===== config.mk =====
export PLATFORM = sky130hd
export DESIGN_NAME = em_74191
export DESIGN_NICKNAME = d
export VERILOG_FILES = /design/src/rtl/em_74191.sv
export SDC_FILE = /design/constraint.sdc
export NUM_CORES = 1
export LEC_CHECK = 0
export ABC_AREA = 1
export CORE_AREA = 4 4 41 43
export DETAILED_ROUTE_END_ITERATION = 7
export DIE_AREA = 0 0 45 47
export GPL_ROUTABILITY_DRIVEN = 0
export PLACE_DENSITY_LB_ADDON = 0.2
export SYNTH_ARGS = -nofsm -noshare
export SYNTH_HDL_FRONTEND = slang
export SYNTH_SLANG_ARGS = --single-unit

===== constraint.sdc =====
create_clock -name clk -period 1.88 [get_ports clk]
set_clock_uncertainty 0.15 [all_clocks]
set_input_delay 0.376 -clock clk [delete_from_list [all_inputs] [get_ports clk]]
set_output_delay 0.376 -clock clk [all_outputs]
set_load 0.01 [all_outputs]

===== src/rtl/em_74191.sv =====
// 74191-style synchronous presettable up/down counter built from cascaded 4-bit stages.
// Stages are chained through their terminal-count flags, the way real packages are cascaded.
module em_74191 #(
  parameter int STAGES = 1
) (
  input  logic                  clk,
  input  logic                  clr,
  input  logic                  nload,
  input  logic                  ncten,
  input  logic                  down,
  input  logic [4*STAGES-1:0]   parallel_in,
  output logic [4*STAGES-1:0]   count,
  output logic                  max_min,
  output logic                  nrco,
  output logic [STAGES-1:0]     stage_tc
);

  logic [4*STAGES-1:0] count_q;
  logic [4*STAGES-1:0] count_d;
  logic [STAGES-1:0]   en;

  // Terminal count per stage depends only on the registered nibble and direction.
  always_comb begin
    stage_tc = '0;
    for (int i = 0; i < STAGES; i++) begin
      stage_tc[i] = down ? (count_q[4*i +: 4] == 4'h0)
                         : (count_q[4*i +: 4] == 4'hF);
    end
  end

  always_comb begin : enable_chain
    logic run;
    run = !ncten;
    en  = '0;
    for (int i = 0; i < STAGES; i++) begin
      en[i] = run;
      run   = run & stage_tc[i];
    end
  end

  always_comb begin
    count_d = count_q;
    if (!nload) begin
      count_d = parallel_in;
    end else begin
      for (int i = 0; i < STAGES; i++) begin
        if (en[i]) begin
          count_d[4*i +: 4] = down ? (count_q[4*i +: 4] - 4'd1)
                                   : (count_q[4*i +: 4] + 4'd1);
        end
      end
    end
  end

  always_ff @(posedge clk) begin
    if (clr) count_q <= '0;
    else     count_q <= count_d;
  end

  assign count   = count_q;
  assign max_min = &stage_tc;
  assign nrco    = !(max_min && !ncten);

endmodule


==> flow_summary.ini <==
[clocking]
tritoncts = done
cts.clk_slew.worst_paths_ps = 40
cts_root_buf = clkbuf_4
cts_made_buffers = 3
clk_path_buf_depth = 2
clkSinkCount = 4
clk_latency_ps = 230
cts-htree-levels = 1

[place]
dp_cells = 89
dp_hpwl_um = 769
dpl_worst_slack_ps = -470
portBuffers = 15

[power]
p_total_w = 0.000328
p_per_area_nw_per_um2 = 579
ir_worst_vdd_mv = 0.263
p_leak_nw = 0.287

[run]
cap_violations = 0

[synthesis]
synth_fp_nets = 66
mappedNetlistArea_um2 = 350
synth-seq-cells = 4
synth_area_leader_cell = dfxtp_1
yosysWarnings = 0
avgSynthCellArea_um2 = 6.49
synth_top_area_share_pct = 22.9
yosysSeqAreaShare_pct = 22.9
postSynthCellCount = 54
synthDistinctLibCells = 19
synth.top_cells.by_area = dfxtp_1, nand2_1, inv_1

[route]
drt_iter0_markers = 1
vias = 391
drt-pass1-iter-count = 4
wl_per_cell_um = 9.55
drc = 0
drt.antenna.violating_nets = 0
vias_per_cell = 4.25
routed_wl_um = 879

[grt]
grt_remaining_overflow = 0
grt_util_met2_pct = 14.4
grtUsageMet1_pct = 11.8
grt_antenna_before_repair = 0
busiest_layer = met2
grt_pass1_vias = 360
grt_use_met3_pct = 2.30
grt_max_degree = 6
track_usage_pct = 9.09
grt_pass1_wl_mm = 1.39

[finish]
largest_reg_flops = 4
layout.cells.most_common_list = nand2_1, clkdlybuf4s50_1, inv_1
fill_cells = 150
seq_area_um2 = 80.1
fin_cells = 92
fin_nets = 91
layout_commonest_cell = nand2_1
multi_input_area_um2 = 218
syn2layout_area_growth_pct = 61.8
layout-drive-gt1-share_pct = 20.8
diodes = 0

[sta]
fin_hold_ws_ps = 423
min_period_ps = 1810
setup_slack_ps = 70.2
hold_viol = 0
setup_viol = 0
fmax_mhz = 553
rsz0062_at_grt = false
slew_viol_final = 0
timing.slew.headroom_pct = 85.8
finalCritPeriodShare_pct = 96.3
worst_pin_slew_ps = 213

[worst_setup_path]
rr_worst_depth = 6
r2r_start = count[0]$_SDFFE_PP0P_
crit_arrival_ps = 1280
rrSetupSlack_ps = 230
crit_fanout = 3
worst_ep_required_time_ps = 1350
cp-startpoint = count[2]$_SDFFE_PP0P_
criticalPathCategory = reg2out
cp-endpoint = count[2]
endpoint_kind = output pin
r2r-end = count[1]$_SDFFE_PP0P_
crit_path_start_kind = register

[die]
rows = 13
dieHeight_um = 47
initial_core_util_pct = 26.9
dieWidth_um = 45
io_pins = 16
die-area_um2 = 2120
coreArea_um2 = 1300

[min_path]
holdCritPathClass = reg2reg

[outcome]
run_status = finished clean
-- final cells by class --
class | instances | share of cell area [%]
multi-input combinational | 37 | 38.4
timing repair buffer | 21 | 32.2
sequential | 4 | 14.1
inverter | 12 | 7.95
clock buffer | 3 | 3.97
tap | 15 | 3.31
-- critical path, stage by stage, from the launching register on --
cell             delay, ps
dfxtp_1                370
buf_4                  150
clkdlybuf4s50_1        530
-- cells by family (layout without fill, tap and decap cells) --
group,after synthesis,in the layout,synth area share [%]
AO/OA/AOI/OAI,7,7,13.6
XOR/XNOR,1,1,2.50
adder cells (fa/ha/maj),3,3,12.9
buffers and inverters,13,36,15.0
flip-flops,4,4,22.9
AND/OR/NAND/NOR,26,26,33.2
-- metal layers --
metal / up-vias / wire [µm]
met2: 9 / 393
met4: 0 / 0
met1: 169 / 435
li1: 213 / -
met5: - / 0
met3: 0 / 49
-- through the flow --
stage          util (%)  instance area [µm²]  setup TNS (ps)
5_1_grt            43.6                  567               0
3_3_place_gp       42.8                  557           -1760
6_report           43.6                  567               0
2_1_floorplan         -                  350               0
3_5_place_dp       42.8                  557           -1810
4_1_cts            44.1                  574               0
-- synthesized netlist by cell type --
master    instances
o21bai_1          1
nand3_1           1
o21ai_2           1
nor2_1            3
a31oi_1           2
o21ai_0           1
fa_1              1
buf_4             1
or2_1             1
nand2_1          18
a21oi_2           1
clkinv_1          1
nand4_1           1
inv_1            11
o21ai_1           1
nand3_2           2
dfxtp_1           4
xnor2_1           1
ha_1              2
-- worst min-delay path by stage --
stage | from | endpoint | slack, ps | cells after the start
after floorplan | clr | count[3]$_SDFFE_PP0P_ | 290 | 1
after global placement | count[0]$_SDFFE_PP0P_ | count[0]$_SDFFE_PP0P_ | 400 | 2
after detailed placement | count[0]$_SDFFE_PP0P_ | count[0]$_SDFFE_PP0P_ | 410 | 2
after CTS | count[0]$_SDFFE_PP0P_ | count[0]$_SDFFE_PP0P_ | 420 | 2
after global routing | count[0]$_SDFFE_PP0P_ | count[0]$_SDFFE_PP0P_ | 440 | 2
final | count[0]$_SDFFE_PP0P_ | count[0]$_SDFFE_PP0P_ | 420 | 2
-- power breakdown --
part / total (W) / internal (W) / switching [W]
logic: 0.000121 / 0.0000655 / 0.0000555
clock network: 0.000108 / 0.0000715 / 0.0000364
registers: 0.0000995 / 0.0000921 / 0.00000737
-- what timing repair did --
item / in CTS / in global routing
buffers inserted: 0 / 0
pin swaps: 0 / 1
hold buffers: 0 / 0
resized for setup: 4 / 5
gates cloned: 0 / 0
endpoints found under the setup margin: 3 / 3
(Power assumes the default switching activity.)
